==> config.mk <==
export PLATFORM = sky130hd
export DESIGN_NAME = int_to_floating_point_converter
export DESIGN_NICKNAME = d
export VERILOG_FILES = /design/src/rtl/int_to_floating_point_converter.sv
export SDC_FILE = /design/constraint.sdc
export NUM_CORES = 1
export LEC_CHECK = 0
export BUFFER_PORTS_ARGS = -buffer_cell sky130_fd_sc_hd__buf_2
export CORE_MARGIN = 5
export CORE_UTILIZATION = 50
export CTS_CLUSTER_DIAMETER = 120
export CTS_CLUSTER_SIZE = 8
export DETAILED_ROUTE_END_ITERATION = 10
export PLACE_DENSITY_LB_ADDON = 0.15
export SLEW_MARGIN = 5
export SYNTH_ARGS = -nofsm -noshare
export SYNTH_HDL_FRONTEND = slang
export SYNTH_SLANG_ARGS = --single-unit
==> constraint.sdc <==
create_clock -name clk_i -period 5.4 [get_ports clk_i]
set_clock_uncertainty 0.2 [all_clocks]
set_input_delay 0.27 -clock clk_i [delete_from_list [all_inputs] [get_ports clk_i]]
set_output_delay 0.27 -clock clk_i [all_outputs]
set_load 0.01 [all_outputs]
==> src/rtl/int_to_floating_point_converter.sv <==
// int_to_floating_point_converter
//   Three-stage pipelined signed-integer to floating-point converter.
//   Output format is {sign, biased exponent, fraction} with an implicit
//   leading one. One conversion per cycle, no backpressure, bubbles
//   (valid_i=0) travel through the pipeline unchanged.
//
//   Stage 1: sign and unsigned magnitude.
//   Stage 2: leading-one position, left-normalised magnitude, zero flag.
//   Stage 3: round to nearest even, exponent overflow to infinity, pack.
//
// Ports
//   clk_i    clock, rising edge
//   rst_i    synchronous active-high reset; clears the valid pipeline only
//   int_i    two's-complement integer operand (INT_WIDTH bits)
//   valid_i  int_i qualifier
//   fp_o     converted value (1+EXP_WIDTH+FRAC_WIDTH bits)
//   valid_o  fp_o qualifier
module int_to_floating_point_converter #(
    parameter  int INT_WIDTH    = 16,
    parameter  int EXP_WIDTH    = 8,
    parameter  int FRAC_WIDTH   = 23,
    localparam int FP_WIDTH_REG = 1 + EXP_WIDTH + FRAC_WIDTH
) (
    input  logic                    clk_i,
    input  logic                    rst_i,
    input  logic [INT_WIDTH-1:0]    int_i,
    input  logic                    valid_i,
    output logic [FP_WIDTH_REG-1:0] fp_o,
    output logic                    valid_o
);
    localparam int STAGES = 3;
    localparam int SHW    = $clog2(INT_WIDTH);
    localparam int EW1    = EXP_WIDTH + 1;
    localparam int BIAS   = 2**(EXP_WIDTH-1) - 1;
    // bits below the leading one, followed by enough zero padding that the
    // fraction, guard and sticky fields always exist
    localparam int EXT_W  = (INT_WIDTH - 1) + FRAC_WIDTH + 2;

    // ---------------- valid pipeline ----------------
    logic [STAGES-1:0] vld_pipe;

    always_ff @(posedge clk_i) begin
        if (rst_i) vld_pipe <= '0;
        else       vld_pipe <= {vld_pipe[STAGES-2:0], valid_i};
    end

    assign valid_o = vld_pipe[STAGES-1];

    // ---------------- stage 1: sign / magnitude ----------------
    // Unary minus at INT_WIDTH bits maps -2^(INT_WIDTH-1) onto 2^(INT_WIDTH-1),
    // which is the correct unsigned magnitude.
    logic                 s1_sign;
    logic [INT_WIDTH-1:0] s1_mag;

    always_ff @(posedge clk_i) begin
        s1_sign <= int_i[INT_WIDTH-1];
        s1_mag  <= int_i[INT_WIDTH-1] ? -int_i : int_i;
    end

    // ---------------- stage 2: normalise ----------------
    logic [SHW-1:0]       lead_pos;
    logic [INT_WIDTH-1:0] norm;

    always_comb begin
        lead_pos = '0;
        for (int i = 0; i < INT_WIDTH; i++)
            if (s1_mag[i]) lead_pos = SHW'(i);
    end

    assign norm = s1_mag << (SHW'(INT_WIDTH - 1) - lead_pos);

    logic                 s2_sign;
    logic                 s2_zero;
    logic [SHW-1:0]       s2_pos;
    logic [INT_WIDTH-2:0] s2_below;

    // After normalisation the MSB is set for every non-zero magnitude, so
    // its absence is the zero flag and only the bits below it are kept.
    always_ff @(posedge clk_i) begin
        s2_sign  <= s1_sign;
        s2_zero  <= ~norm[INT_WIDTH-1];
        s2_pos   <= lead_pos;
        s2_below <= norm[INT_WIDTH-2:0];
    end

    // ---------------- stage 3: round / pack ----------------
    logic [EXT_W-1:0]        ext;
    logic [FRAC_WIDTH-1:0]   frac_t;
    logic                    guard_b;
    logic                    sticky_b;
    logic                    round_up;
    logic [FRAC_WIDTH:0]     frac_r;
    logic [EW1-1:0]          exp_w;
    logic [FP_WIDTH_REG-1:0] fp_n;

    // When p <= FRAC_WIDTH the guard and sticky bits fall in the zero
    // padding, so the exact case needs no separate path.
    assign ext      = {s2_below, {(FRAC_WIDTH+2){1'b0}}};
    assign frac_t   = ext[EXT_W-1 -: FRAC_WIDTH];
    assign guard_b  = ext[EXT_W-1-FRAC_WIDTH];
    assign sticky_b = |ext[EXT_W-2-FRAC_WIDTH:0];
    assign round_up = guard_b & (sticky_b | frac_t[0]);
    assign frac_r   = {1'b0, frac_t} + {{FRAC_WIDTH{1'b0}}, round_up};
    // carry out of the mantissa bumps the exponent; the fraction wraps to 0
    assign exp_w    = EW1'(BIAS) + EW1'(s2_pos) + EW1'(frac_r[FRAC_WIDTH]);

    always_comb begin
        fp_n = {s2_sign, exp_w[EXP_WIDTH-1:0], frac_r[FRAC_WIDTH-1:0]};
        if (s2_zero)
            fp_n = '0;
        else if (exp_w >= EW1'(2**EXP_WIDTH - 1))
            fp_n = {s2_sign, {EXP_WIDTH{1'b1}}, {FRAC_WIDTH{1'b0}}};
    end

    always_ff @(posedge clk_i) begin
        fp_o <= fp_n;
    end

endmodule

---- Word level (Yosys, flattened, before mapping) ----
Cells that the tools add are included.
storage, ports and cells
  bits in registers ....................... 73
  logic and storage cells ................. 34
cells by class
  reduce and logical (&&, ||, !) cells .... 1
  add/subtract/negate cells ............... 3
  multiplexer cells ....................... 17
  bitwise operators ....................... 1
  order comparisons ....................... 1
  shifts and indexed selects .............. 1
operators with widths
  kind                   count
  $mux W4                14
  $mux W31               1
  $neg A16 Y16           1
  $shl A16 B4 Y16        1
  $mux W15               1
  $add A7 B4 Y8 const A  1
  $ge A8 B8 Y1 const B   1
  $sub A4 B4 Y4 const A  1
  $reduce_or A2 Y1       1
  $mux W1                1
  $not A1 Y1             1

---- Longest topological paths before layout ----
Gate-level depths: netlist of run 1.
  depth after elaboration ................. 18
  gate-level depth with buffers ........... 9
  gate-level depth less buffers ........... 8

---- Worst setup path after synthesis of run 1 ----
Ideal clock, no wire load.
  path type ............................... reg-to-reg
  start ................................... reg s1_mag[13]
  end ..................................... reg s2_below[10]
  arrival time ............................ 1.825 ns
  data required time ...................... 5.080 ns
  cell stages (with the launch flop) ...... 10
  library setup time ...................... 0.120 ns
  path slack .............................. 3.255 ns
  buffers on the path ..................... 2
  clock period less this slack ............ 2.145 ns
  cell sequence ........................... dfxtp_1 -> buf_6 -> nor2b_4 -> a211o_1 -> o21a_1 -> buf_6 -> a22o_1 -> mux2i_4 -> nor2_1 -> a211o_1
between the ends
  cells in the longest elaborated chain, start to end .. 5
RTL lines
  element                 RTL line  RTL
  start, declared         53        logic [INT_WIDTH-1:0] s1_mag;
  start signal, assigned  57        s1_mag <= int_i[INT_WIDTH-1] ? -int_i : int_i;
  $mux W4 (3 in a row)    67        if (s1_mag[i]) lead_pos = SHW'(i);
  via lead_pos[0]         61        logic [SHW-1:0] lead_pos;
  $sub A4 B4 Y4           70        assign norm = s1_mag << (SHW'(INT_WIDTH - 1) - lead_pos);
  $shl A16 B4 Y16         70
  via norm[10]            62        logic [INT_WIDTH-1:0] norm;
  end signal, assigned    83        s2_below <= norm[INT_WIDTH-2:0];
  end, declared           75        logic [INT_WIDTH-2:0] s2_below;
The timed path passes the listed nets, and every way through them passes these cells.
A chain may end at the register's enable or synchronous reset.

---- Worst setup path in the final report of run 1 ----
  start ................................... reg s1_mag[11]
  end ..................................... reg s2_below[14]
between the ends
  cells in the longest elaborated chain, start to end .. 7
RTL lines
  element               RTL line
  $mux W4 (5 in a row)  67
  via lead_pos[1]       61
  $sub A4 B4 Y4         70
  $shl A16 B4 Y16       70
  via norm[14]          62
The timed path passes the listed nets, and every way through them passes these cells.

==> impl_metrics.csv, run 1 <==
group,metric,value,unit
clocking,tritoncts_clock_tree,"built",
clocking,cts_resized,0,
clocking,clock_tree.buffer_depth,2,
synthesis,post_synth_inst_count,292,
synthesis,synth_area,0.00277,mm²
routing,post-route-drc-count,0,
setup_path,crit_path_top_delay_cell,"sky130_fd_sc_hd__a311oi_4",
grt,vias_in_the_first_global_route,2006,
pwr,netSwitchingPower,0.000373,W
die,dieWidth,84.5,µm
synthesis,number_of_enable_type_register_cells_in_the_synthesized_netlist,0,
cells_and_area,area_occupied_by_multi_input_gates,0.00133,mm²
setup_path,crit_type,"register to register",
synthesis,synth-async-reset-ratio,0,%
cells_and_area,final_layout_size_suffix_gt1_share,20.5,%
die,floorplan.initialDensity,51.0,%
placed_design,io_buffers,43,
timing,fin_crit,2.58,ns
pwr,power.ir.vdd_worst,192,µV
timing,hold_violations,0,
grt,aggregate_global_routing_overflow,0,
setup_path,crit_buf_inv,1,
cells_and_area,regArea,0.00128,mm²
routing,num_vias,2151,
synthesis,synth_sequential_area_ratio,46.2,%
routing,drt_pre_antenna_iters,4,
timing,rsz0062_at_grt,"false",
cells_and_area,fillerInstances,475,
pwr,clkPwrFrac,35.8,%
clocking,cts_buffers,9,
routing,route.met2.wl,2570,µm
setup_path,timing.critical_path.to_type,"register",
timing,relSlewSlack,41.0,%
setup_path,cp_cell_sequence,"nor2_2 > o21ai_1 > a311oi_4 > inv_2 > mux2_4 > nor2_1 > o31a_1",
timing,timing_worst_slew_pin_value,0.873,ns
routing,routedLengthMet1,2280,µm
die,fp-row-count,27,
synthesis,synthesis.area_per_instance,9.50,µm²
pwr,switching_portion_of_total_power,27.1,%
pwr,sequential_power_share,43.3,%
clocking,clock_sinks,64,
routing,drt_first_iter_violations,90,
setup_path,worst_ep_arrival_time,2.60,ns
grt,grt_max_degree,18,
placed_design,dpl.hpwl,3910,µm
pwr,cellLeakagePower,1.46,nW
timing,hold_ws,0.0470,ns
clocking,clockRootBuffer,"sky130_fd_sc_hd__clkbuf_8",
timing,fmax,0.387,GHz
die,floorplan.die.height,84.5,µm
flow_run,max_cap_viol_count,0,
die,core_footprint,0.00544,mm²
setup_path,crit_path_max_incr_delay,0.69,ns
grt,number_of_antenna_violations_at_the_first_check_in_global_routing,0,
cells_and_area,num_antenna_cells,0,
clocking,cts_post_setup_buffers_inserted,0,
clocking,clkLatencyLatePin,0.34,ns
setup_path,startpoint_type,"register",
grt,track_usage,15.6,%
setup_path,largest_delay_contributor_family_on_the_critical_path,"compound AO/OA/AOI/OAI gates",
die,floorplan.die_area,0.00713,mm²
clocking,cts_max_level,3,
grt,grt_pass1_wl,8980,µm
pwr,part_of_the_total_power_dissipated_in_combinational_logic,20.9,%
routing,post_drt_via_cell_ratio,5.03,
placed_design,gp_routability_congestion,0.872,
synthesis,synth_ff_type,"sky130_fd_sc_hd__dfxtp_1",
timing,final-setup-viol-count,0,
timing,final.setup.tns,0,ns
clocking,clkSlewWorstSetupHoldPaths,0.07,ns
die,boundaryPins,52,
cells_and_area,num-nets-final,373,
pwr,cellPowerDensity,405,mW/mm²
routing,met3RoutedLength,280,µm
synthesis,synth-seq-cells,64,
synthesis,yosysUniqueCellTypes,59,
routing,drt_wl_total,5300,µm
pwr,power_report.internal_total,0.00100,W
timing,final_max_slew_viol_count,0,
setup_path,critPathMaxFanout,14,
cells_and_area,area_growth_syn_to_layout,22.2,%
routing,wl_per_cell,12.4,µm
synthesis,number_of_warnings_printed_during_yosys_synthesis,0,
status,outcome,"finished, final reports clean",
hold_path,hp-class,"input port to register",
timing,finalCritPeriodShare,47.8,%
routing,top_signal_layer_used,"met4",
setup_path,worst-endpoint-required,5.42,ns
routing,postRouteAntennaNets,0,
## worst paths after layout
check	from	endpoint	slack, ns	cells after the start
setup reg to reg	s1_mag[11]	s2_below[14]	2.82	7
hold / removal	int_i[1]	s1_mag[1]	0.05	3
hold reg to reg	s1_sign	s2_sign	0.15	0
setup / recovery	s1_mag[11]	s2_below[14]	2.82	7
## cells by family (layout without fill, tap and decap cells)
group | Yosys count | after routing | synth area share [%]
compound gates | 59 | 59 | 15.9
xor+xnor | 14 | 14 | 4.42
fa+ha+maj | 3 | 3 | 1.35
buf+inv | 34 | 91 | 6.81
flops | 64 | 64 | 46.2
mux | 10 | 10 | 4.42
other cells | 1 | 8 | 0.135
simple gates | 107 | 107 | 20.8
## worst min-delay path: stages
cell and delay, ns:
sky130_fd_sc_hd__buf_2 0.11, sky130_fd_sc_hd__inv_1 0.06, sky130_fd_sc_hd__o21ai_0 0.08
## per-layer routing
| metal | up-vias | track usage (%) |
|---|---|---|
| met3 | 14 | 3.43 |
| li1 | 1118 | - |
| met1 | 966 | 17.3 |
| met4 | 0 | 10.1 |
| met5 | - | 0 |
| met2 | 53 | 26.8 |
## cell usage after synthesis, types with 4 or more instances
cell type | count | share of area [%]
sky130_fd_sc_hd__nand2_1 | 22 | 3.0
sky130_fd_sc_hd__nor2b_1 | 5 | 1.1
sky130_fd_sc_hd__xnor2_1 | 12 | 3.8
sky130_fd_sc_hd__buf_4 | 10 | 2.7
sky130_fd_sc_hd__o22ai_1 | 4 | 0.90
sky130_fd_sc_hd__nor4_1 | 5 | 1.1
sky130_fd_sc_hd__a21oi_1 | 11 | 2.0
sky130_fd_sc_hd__o21ai_0 | 8 | 1.4
sky130_fd_sc_hd__dfxtp_1 | 64 | 46
sky130_fd_sc_hd__inv_1 | 12 | 1.6
sky130_fd_sc_hd__a211oi_1 | 4 | 1.1
sky130_fd_sc_hd__nand3_1 | 4 | 0.72
sky130_fd_sc_hd__or3_1 | 5 | 1.1
sky130_fd_sc_hd__and2_1 | 16 | 3.6
sky130_fd_sc_hd__clkbuf_1 | 5 | 0.68
sky130_fd_sc_hd__nor2_1 | 31 | 4.2
sky130_fd_sc_hd__mux2i_1 | 7 | 2.5
sky130_fd_sc_hd__o31ai_1 | 6 | 1.6
sky130_fd_sc_hd__nand2b_1 | 4 | 0.90
## placed cells by master, fill, tap and decap left out, types with 2 or more instances in the layout
| cell | n |
|---|---|
| sky130_fd_sc_hd__buf_2 | 43 |
| sky130_fd_sc_hd__o21ai_1 | 2 |
| sky130_fd_sc_hd__dlygate4sd3_1 | 17 |
| sky130_fd_sc_hd__a211oi_1 | 4 |
| sky130_fd_sc_hd__o31ai_1 | 6 |
| sky130_fd_sc_hd__nor3_1 | 3 |
| sky130_fd_sc_hd__nand2_1 | 22 |
| sky130_fd_sc_hd__mux2_4 | 2 |
| sky130_fd_sc_hd__nor4_1 | 5 |
| sky130_fd_sc_hd__or2_1 | 2 |
| sky130_fd_sc_hd__o21ai_0 | 8 |
| sky130_fd_sc_hd__dfxtp_1 | 64 |
| sky130_fd_sc_hd__nor4b_1 | 2 |
| sky130_fd_sc_hd__a22oi_1 | 3 |
| sky130_fd_sc_hd__a21oi_1 | 11 |
| sky130_fd_sc_hd__a22o_1 | 2 |
| sky130_fd_sc_hd__nand2b_1 | 4 |
| sky130_fd_sc_hd__ha_1 | 3 |
| sky130_fd_sc_hd__nor2b_1 | 5 |
| sky130_fd_sc_hd__conb_1 | 8 |
| sky130_fd_sc_hd__nand3_1 | 4 |
| sky130_fd_sc_hd__clkbuf_8 | 9 |
| sky130_fd_sc_hd__a221oi_1 | 2 |
| sky130_fd_sc_hd__and2_1 | 16 |
| sky130_fd_sc_hd__bufinv_16 | 3 |
| sky130_fd_sc_hd__o22ai_1 | 4 |
| sky130_fd_sc_hd__nor2_1 | 31 |
| sky130_fd_sc_hd__clkinvlp_4 | 2 |
| sky130_fd_sc_hd__or3_1 | 5 |
| sky130_fd_sc_hd__mux2i_1 | 7 |
| sky130_fd_sc_hd__xor2_1 | 2 |
| sky130_fd_sc_hd__a211o_1 | 2 |
| sky130_fd_sc_hd__xnor2_1 | 12 |
| sky130_fd_sc_hd__inv_2 | 2 |
| sky130_fd_sc_hd__inv_1 | 12 |
## what timing repair did
action | 4_1_cts | 5_1_grt
hold buffers | 17 | 0
setup endpoints to repair | 0 | 0
hold endpoints to repair | 19 | 0
## metrics by stage
stage	setup slack [ns]	util, %	instance area (µm²)	cells	total power (W)
floorplan	3.25	-	2800	299	0.000810
finish	2.82	62.3	3390	428	0.00137
global placement	2.91	54.7	2980	395	0.000883
global route	2.56	62.3	3390	428	0.00145
detailed placement	2.83	54.7	2980	395	0.000887
CTS	2.82	62.3	3390	428	0.00139
## state kept, by name, indices dropped and copies added, names as in the netlist
name      count
fp_o         23
s1_mag       16
s1_sign       1
s2_below     15
s2_pos        4
s2_sign       1
s2_zero       1
vld_pipe      3
## power groups by stage
stage,Combinational [W],Sequential (W),Clock (W)
after floorplan,0.000196,0.000614,0
after global placement,0.000278,0.000604,0
after detailed placement,0.000280,0.000607,0
after CTS,0.000290,0.000596,0.000504
after global routing,0.000321,0.000606,0.000523
final,0.000287,0.000595,0.000491
## cell type report
type                    count  share of cell area, %
clock inverters             7                   3.51
well taps                  72                   2.66
clock buffers               9                   3.66
multi-input cells         201                   39.2
flip-flops and latches     64                   37.8
repair buffers             61                   11.6
inverters                  14                   1.55
(Power assumes the default switching activity.)
==> run 2: changes to the inputs <==
--- a/config.mk
+++ b/config.mk
@@ -7,7 +7,7 @@
 export LEC_CHECK = 0
 export BUFFER_PORTS_ARGS = -buffer_cell sky130_fd_sc_hd__buf_2
 export CORE_MARGIN = 5
-export CORE_UTILIZATION = 50
+export CORE_UTILIZATION = 49
 export CTS_CLUSTER_DIAMETER = 120
 export CTS_CLUSTER_SIZE = 8
 export DETAILED_ROUTE_END_ITERATION = 10
==> constraint.sdc (replaced) <==
create_clock -name clk_i -period 2.35 [get_ports clk_i]
set_clock_uncertainty 0.2 [all_clocks]
set_input_delay 0.1175 -clock clk_i [delete_from_list [all_inputs] [get_ports clk_i]]
set_output_delay 0.1175 -clock clk_i [all_outputs]
set_load 0.01 [all_outputs]
==> impl_metrics.csv, run 2 (synthesis gave the netlist of run 1 again) <==
group,metric,value,unit
status,outcome,"finished, final reports clean",
setup_path,worst-endpoint-required,2.43,ns
routing,drt_wl_total,5620,µm
routing,drt_first_iter_violations,90,
clocking,clock_sinks,64,
clocking,clkSlewWorstSetupHoldPaths,0.07,ns
grt,aggregate_global_routing_overflow,0,
cells_and_area,area_growth_syn_to_layout,29.6,%
setup_path,cpMostUsedCell,"sky130_fd_sc_hd__dlygate4sd3_1",
hold_path,hp-class,"register to register",
clocking,clock_tree.buffer_depth,2,
timing,finalCritPeriodShare,97.0,%
timing,fmax,0.439,GHz
setup_path,crit_path_top_delay_cell,"sky130_fd_sc_hd__dlygate4sd3_1",
die,floorplan.die.height,85.2,µm
pwr,cellPowerDensity,860,mW/mm²
setup_path,r2r-end,"s2_below[10]",
pwr,cellLeakagePower,1.57,nW
grt,grt_pass1_wl,9180,µm
pwr,netSwitchingPower,0.000865,W
setup_path,r2r_slack,0.09,ns
cells_and_area,fin_util,65.3,%
timing,final-setup-viol-count,0,
grt,number_of_antenna_violations_at_the_first_check_in_global_routing,0,
die,floorplan.initialDensity,50.4,%
setup_path,cp.depth,9,
pwr,power.ir.vdd_worst,403,µV
die,core_footprint,0.00551,mm²
die,dieWidth,85.2,µm
clocking,cts_buffers,9,
routing,drt_pre_antenna_iters,4,
clocking,cts_max_level,3,
hold_path,worstHoldPathCells,0,
routing,num_vias,2241,
cells_and_area,mostFrequentLayoutCells,"sky130_fd_sc_hd__dfxtp_1, sky130_fd_sc_hd__buf_2, sky130_fd_sc_hd__nor2_1, sky130_fd_sc_hd__dlygate4sd3_1, sky130_fd_sc_hd__nand2_1",
pwr,sequential_power_share,43.6,%
clocking,clkLatencyLatePin,0.34,ns
cells_and_area,layout.cells.most_common,"sky130_fd_sc_hd__dfxtp_1",
clocking,tritoncts_clock_tree,"built",
setup_path,critical_path_end,"s1_mag[8]",
setup_path,startpoint,"int_i[0]",
placed_design,gp_routability_congestion,0.866,
setup_path,crit_buf_inv,4,
timing,final_max_slew_viol_count,0,
clocking,cts_post_setup_buffers_inserted,0,
placed_design,io_buffers,43,
setup_path,crit_path_max_incr_delay,0.55,ns
die,floorplan.die_area,0.00726,mm²
cells_and_area,max_ffs_per_register,23,
routing,wl_per_cell,12.5,µm
pwr,power_report.internal_total,0.00222,W
routing,post_drt_via_cell_ratio,4.97,
cells_and_area,final_layout_size_suffix_gt1_share,25.6,%
die,boundaryPins,52,
routing,postRouteAntennaNets,0,
timing,hold_ws,0.146,ns
cells_and_area,num_antenna_cells,0,
pwr,switching_portion_of_total_power,28.0,%
setup_path,cp_cell_sequence,"dlygate4sd3_1 > buf_2 > inv_1 > ha_1 > nand2_1 > or3_4 > o31ai_2 > xnor2_1 > dlygate4sd3_1",
pwr,clkPwrFrac,32.1,%
pwr,part_of_the_total_power_dissipated_in_combinational_logic,24.3,%
setup_path,largest_delay_contributor_family_on_the_critical_path,"buffers and inverters",
setup_path,startpoint_type,"input port",
placed_design,dpl.hpwl,4000,µm
grt,grt_max_degree,18,
setup_path,reg2reg_launch_point,"s1_mag[4]",
setup_path,critPathMaxFanout,4,
routing,post-route-drc-count,0,
flow_run,max_cap_viol_count,0,
timing,hold_violations,0,
setup_path,worst_ep_arrival_time,2.36,ns
cells_and_area,max_flop_register,"fp_o",
setup_path,timing.critical_path.to_type,"register",
cells_and_area,top_regs,"fp_o x23, s1_mag x16, s2_below x15",
setup_path,crit_type,"input port to register",
clocking,clockRootBuffer,"sky130_fd_sc_hd__clkbuf_8",
cells_and_area,num-nets-final,396,
grt,vias_in_the_first_global_route,2151,
timing,fin_crit,2.28,ns
die,fp-row-count,27,
setup_path,worstRegToRegCells,7,
grt,track_usage,15.8,%
[run 2: changes by cell type in the layout (fill, tap and decap cells not counted), sizes merged]
cell         previous run  this run
buf                    44        59
dlygate4sd3            17        25
clkbuf                  9        12
bufinv                  3         1
clkinv                  1         2
clkinvlp                2         1
inv                    15        14
[run 2: final cells by class]
class / instances / area [µm²]
clock buffers: 12 / 165
clock inverters: 4 / 51.3
fillers: 453 / 1910
inverters: 14 / 52.6
multi-input cells: 201 / 1370
flip-flops and latches: 64 / 1280
well taps: 72 / 90.1
repair buffers: 84 / 586
[run 2: worst reg2reg max path, stage by stage, from the launching register on]
cell and delay [ns]:
sky130_fd_sc_hd__dfxtp_1 0.38, sky130_fd_sc_hd__nor2b_1 0.18, sky130_fd_sc_hd__o311ai_1 0.33, sky130_fd_sc_hd__a31oi_2 0.24
sky130_fd_sc_hd__a32o_1 0.30, sky130_fd_sc_hd__mux2i_4 0.20, sky130_fd_sc_hd__nor2_1 0.07, sky130_fd_sc_hd__a211o_1 0.26
[run 2: worst min-delay path by stage]
stage,startpoint,end,slack [ns]
final,s1_sign,s2_sign,0.15
after global routing,s1_sign,s2_sign,0.15
after CTS,s1_sign,s2_sign,0.14
after detailed placement,int_i[0],s1_mag[0],0.07
after global placement,int_i[0],s1_mag[0],0.07
after floorplan,int_i[0],s1_mag[0],-0.05
[run 2: layer usage]
layer / global-route usage [%] / up-vias / part of all wire (%)
met2: 27.5 / 52 / 50
met1: 17.6 / 1012 / 43
met4: 9.06 / 0 / 2.2
li1: - / 1166 / -
met3: 3.50 / 11 / 5.3
met5: 0 / - / 0
[run 2: power by group through the flow]
stage                     combinational (W)  sequential (W)  clock [W]
after floorplan                    0.000449         0.00141          0
after global placement             0.000691         0.00137          0
after detailed placement           0.000699         0.00137          0
after CTS                          0.000743         0.00135    0.00101
after global routing               0.000829         0.00137    0.00105
final                              0.000752         0.00135   0.000992
[run 2: per-stage QoR]
step                      TNS (ns)  total power (W)  cell area [µm²]  worst slack (ns)  instances
final                            0          0.00309             3590            0.0708        451
after global routing       -0.0314          0.00325             3590           -0.0159        451
after CTS                        0          0.00310             3560            0.0127        451
after detailed placement         0          0.00207             3090            0.0367        410
after global placement           0          0.00206             3090            0.0963        410
after floorplan                  0          0.00186             2800             0.205        299
[run 2: repair_timing]
action / CTS / global route
gates cloned: 0 / 0
resized for setup: 1 / 9
endpoints found under the setup margin: 1 / 9
endpoints found under the hold margin: 20 / 0
hold buffers: 25 / 0
pin swaps: 1 / 2
